`src/rtl/dmem_arbiter.sv`:
```
// dmem_arbiter: shares single-port dmem between CPU and aux ports with round-robin,
// bounded aux bus lock and byte-enable write merging.
module dmem_arbiter #(
  parameter int AW       = 32,
  parameter int DW       = 32,
  parameter int LOCK_MAX = 8
) (
  input  logic            clk,
  input  logic            reset,
  input  logic            c_req,
  input  logic            c_we,
  input  logic [AW-1:0]   c_addr,
  input  logic [DW-1:0]   c_wdata,
  input  logic [DW/8-1:0] c_be,
  output logic [DW-1:0]   c_rdata,
  output logic            c_gnt,
  output logic            c_stall,
  input  logic            a_req,
  input  logic            a_we,
  input  logic [AW-1:0]   a_addr,
  input  logic [DW-1:0]   a_wdata,
  input  logic [DW/8-1:0] a_be,
  input  logic            a_lock,
  output logic [DW-1:0]   a_rdata,
  output logic            a_gnt,
  output logic            mem_we,
  output logic [AW-1:0]   mem_a,
  output logic [DW-1:0]   mem_wd,
  input  logic [DW-1:0]   mem_rd
);
  localparam int CW = $clog2(LOCK_MAX + 1);
  localparam int BW = DW / 8;
  logic          last_q, last_d, locked_q, locked_d;
  logic [CW-1:0] cnt_q, cnt_d;
  logic [DW-1:0] c_rdata_q, a_rdata_q, wdata, m;
  logic [BW-1:0] be;
  logic          sel_a, we, lock_hold;
  for (genvar b = 0; b < BW; b++) begin : g_m
    assign m[8*b +: 8] = {8{be[b]}};
  end
  always_comb begin
    lock_hold = locked_q & a_lock;
    sel_a     = a_req & (~c_req | (lock_hold ? (cnt_q < CW'(LOCK_MAX)) : ~last_q));
    c_gnt     = ~reset & c_req & ~sel_a;
    a_gnt     = ~reset & sel_a;
    c_stall   = c_req & ~c_gnt;
    we        = sel_a ? a_we : c_we;
    be        = sel_a ? a_be : c_be;
    wdata     = sel_a ? a_wdata : c_wdata;
    mem_a     = (sel_a ? a_addr : c_addr) & ~AW'(3);
    mem_we    = (c_gnt | a_gnt) & we & (|be);
    mem_wd    = (mem_rd & ~m) | (wdata & m);
    c_rdata   = c_gnt ? mem_rd : c_rdata_q;
    a_rdata   = a_gnt ? mem_rd : a_rdata_q;
    last_d    = a_gnt ? 1'b1 : c_gnt ? 1'b0 : last_q;
    locked_d  = locked_q;
    cnt_d     = cnt_q;
    if (!a_req) begin
      locked_d = 1'b0;
      cnt_d    = '0;
    end else if (a_gnt) begin
      locked_d = a_lock;
      cnt_d    = !a_lock ? '0 : (cnt_q == CW'(LOCK_MAX)) ? cnt_q : cnt_q + 1'b1;
    end else if (c_gnt && locked_q) begin
      cnt_d = '0;
    end
  end
  always_ff @(posedge clk or posedge reset) begin
    if (reset) begin
      last_q    <= 1'b1;
      locked_q  <= 1'b0;
      cnt_q     <= '0;
      c_rdata_q <= '0;
      a_rdata_q <= '0;
    end else begin
      last_q   <= last_d;
      locked_q <= locked_d;
      cnt_q    <= cnt_d;
      if (c_gnt) c_rdata_q <= mem_rd;
      if (a_gnt) a_rdata_q <= mem_rd;
    end
  end
endmodule

```
`config.mk`:
```
export PLATFORM = sky130hd
export DESIGN_NAME = dmem_arbiter
export DESIGN_NICKNAME = d
export VERILOG_FILES = /design/src/rtl/dmem_arbiter.sv
export SDC_FILE = /design/constraint.sdc
export NUM_CORES = 1
export LEC_CHECK = 0
export BUFFER_PORTS_ARGS = -buffer_cell sky130_fd_sc_hd__buf_2
export CAP_MARGIN = 20
export CORE_ASPECT_RATIO = 1.75
export CORE_MARGIN = 10
export CORE_UTILIZATION = 26
export DETAILED_ROUTE_END_ITERATION = 12
export SLEW_MARGIN = 10
export SYNTH_ARGS = -nofsm -noshare
export SYNTH_HDL_FRONTEND = slang
export SYNTH_SLANG_ARGS = --single-unit
```
`constraint.sdc`:
```
create_clock -name clk -period 5.6 [get_ports clk]
set_input_delay 1.12 -clock clk [delete_from_list [all_inputs] [get_ports clk]]
set_output_delay 1.12 -clock clk [all_outputs]
set_load 0.005 [all_outputs]
```
==> summary.txt <==
Status
  • Status: finished clean

Setup path
  • Critical-path cell list: buf_2 > clkinv_2 > nand2_1 > nor2_8 > mux2_2 > buf_2
  • Startpoint Class: input pin
  • Largest fanout on the critical path: 33
  • Worst endpoint required time: 4480 ps
  • Max incr delay on CP: 740 ps
  • FF-to-FF path depth: 4
  • Crit Path Class: input pin to output port
  • WP data arrival: 3260 ps
  • Cell repeated most along the worst path: buf_2
  • Crit-path slowest cell: nor2_8
  • CP endpoint kind: output port

Global routing
  • Global-route wire length before repair: 24,600 um
  • Largest net degree at the start of global routing: 47
  • Vias in the first global route: between 4,000 and 5,000
  • GRT Overall Usage: between 10% and 20%
  • Initial antenna violation count: 0
  • Grt total ovfl: 0

Clock network
  • CTS Sinks: 70
  • Max H-tree Level: 3
  • Worst-skew pair later-pin latency: roughly 320 ps
  • CTS tree: built
  • Post-CTS Setup Repair Bufs: 0
  • Root Driver: clkbuf_16
  • Post-CTS Resized: 0
  • CTS Hold Bufs: 0
  • Clock-pin slew on the worst setup and hold paths: 50 ps
  • Clk buf depth: 2
  • TritonCTS buffer count: 9

STA
  • Unrepaired setup endpoints after global routing: false
  • Crit share post-route: 78.2%
  • Setup violators final: 0
  • Worst slew pin tran: 869 ps
  • Final hold vios: 0
  • Max-slew violations: 0
  • Slew Limit Headroom: 42.1%
  • Max Clock Freq: 228 MHz
  • Min cycle time layout: 4380 ps
  • TNS Setup: 0 ps
  • Worst Skew: 7.34 ps

Die
  • IO Pins: 307
  • Die H: 186 um
  • DIE WIDTH: approximately 110 um
  • Initial core utilization: 26.5%
  • # rows: 60
  • Total core area: between 0.015 and 0.02 mm2
  • Die ar.: 0.0214 mm2

Power and ir drop
  • Max VDD drop: 0.147 mV
  • Pleak: roughly 3.2 nW
  • Pwr per Cell Area: roughly 290 mW/mm2

Detailed routing
  • Wirelength, routed: about 17,000 um
  • Antenna viol nets, final: 0
  • Total DRC errors in the routed layout: 0
  • Wire per inst: slightly below 20 um
  • TritonRoute pass-1 iters: 5
  • Via Count: 4,084
  • Iter 0 DRT Violations: 112
  • Vias per cell: roughly 4.8

Yosys
  • Yosys Warn Count: 0
  • Flop and latch count out of synthesis: 70
  • Mapped cell area: 0.00410 mm2
  • Number of distinct library cells after synthesis: 40
  • Register area share after synthesis: 42.7%
  • Cells after Synth: 364
  • Syn Area/Cell: 11.3 um2

Final layout
  • # diodes: 0
  • Layout cells sized above 1: around two thirds
  • Layout area overhead: 46.0%
  • Post-layout util: 38.7%
  • Final nets: between 800 and 900

Hold path
  • Worst hold stages: 1
  • Min-Delay Path Class: flip-flop to flip-flop

Placement
  • Hpwl dp: 13,700 um
  • Buffers on Ports: 300
  • Final GP Congestion: 0.914

Job
  • Max-cap violations: 0
cell usage in the layout, fill, tap and decap left out, types with 3 or more instances in the layout:
cell type and instances:
o221a_2 32, o21ai_0 3, dfrtp_1 69, nand2_2 5
mux2_2 36, nand2_1 93, or3_1 32, buf_4 4
mux2i_4 4, nor2_1 3, clkinv_2 5, buf_2 300
mux2_4 29, inv_1 11, clkbuf_16 9
synthesized netlist by cell type:
cell	count	share of area, %
buf_6	5	1.4
and2_4	1	0.21
o211ai_1	1	0.18
buf_4	2	0.37
inv_1	12	1.1
o22ai_1	1	0.15
nor2_8	1	0.49
nor2_4	1	0.27
nand2_1	93	8.5
mux2_4	29	11
o211a_1	1	0.24
a41o_1	1	0.24
o221a_2	32	8.8
o31ai_1	1	0.18
nand2_2	5	0.76
dfstp_2	1	0.64
buf_2	6	0.73
conb_1	1	0.091
nand4_2	1	0.30
nand4_1	1	0.15
nand3_1	1	0.12
nor2_1	3	0.27
mux2i_4	4	2.2
nor4_1	1	0.15
nor2b_1	1	0.15
mux2_2	36	9.9
o211ai_2	1	0.30
a21o_1	1	0.18
o21ai_0	3	0.37
nor4b_2	1	0.37
and3b_1	2	0.43
a21oi_1	1	0.12
or3_1	32	4.9
clkbuf_1	3	0.27
buf_12	3	1.5
a22o_1	2	0.43
a21boi_0	1	0.18
ha_1	2	0.61
and2_1	1	0.15
dfrtp_1	69	42
per-stage QoR:
stage | hold slack, ps | power (mW) | instances | setup slack, ps | instance area, um2
2_1_floorplan | 477 | 0.942 | 365 | 590 | 4110
5_1_grt | 502 | 1.87 | 852 | 974 | 5990
3_3_place_gp | 474 | 1.22 | 836 | 1140 | 5710
3_5_place_dp | 475 | 1.23 | 836 | 1100 | 5710
6_report | 488 | 1.76 | 852 | 1220 | 5990
4_1_cts | 490 | 1.79 | 852 | 1090 | 5990
power by group:
group          total [mW]  internal [mW]  switching [mW]
Clock               0.552          0.342           0.210
Sequential          0.631          0.605          0.0263
Combinational       0.574          0.304           0.269
worst max-delay path, delay by kind of cell:
family	cells	cell delay (ps)
buffers and inverters	3	630
and+or+nand+nor	2	1060
muxes	1	430
worst paths after layout:
check | start | to | slack (ps)
max | reset | c_rdata[22] | 1220
min | c_rdata_q[0] | c_rdata_q[0] | 490
max reg2reg | last_q | c_rdata_q[22] | 3180
min reg2reg | c_rdata_q[0] | c_rdata_q[0] | 490
max in group asynchronous | reset | a_rdata_q[3] | 3770
min in group asynchronous | reset | a_rdata_q[24] | 860
per-layer routing:
layer	global-route usage [%]	share of wire, %	routed length [um]
met5	0	0	0
met4	6.51	3.3	558
met3	5.90	11	1900
met2	25.1	49	8180
met1	15.4	37	6180
layout make-up:
type | instances | area (um2)
Clock buffer | 11 | 233
Clock inverter | 5 | 50.0
Fill cell | 1634 | 9470
Inverter | 12 | 46.3
Multi-Input combinational cell | 264 | 2140
Sequential cell | 70 | 1750
Tap cell | 186 | 233
Timing Repair Buffer | 304 | 1530
cells by family after synthesis:
kind of cell	share of synthesized area [%]
flip-flops	42.7
buffers and inverters	5.30
AND/OR/NAND/NOR	17.2
multiplexers	22.7
other	0.0914
adder cells (fa/ha/maj)	0.610
AO/OA/AOI/OAI	11.4
flip-flops by register name, indices dropped and copies added (netlist names):
name,cells
cnt_q,4
c_rdata_q,32
locked_q,1
last_q,1
a_rdata_q,32
(Power assumes the default switching activity.)
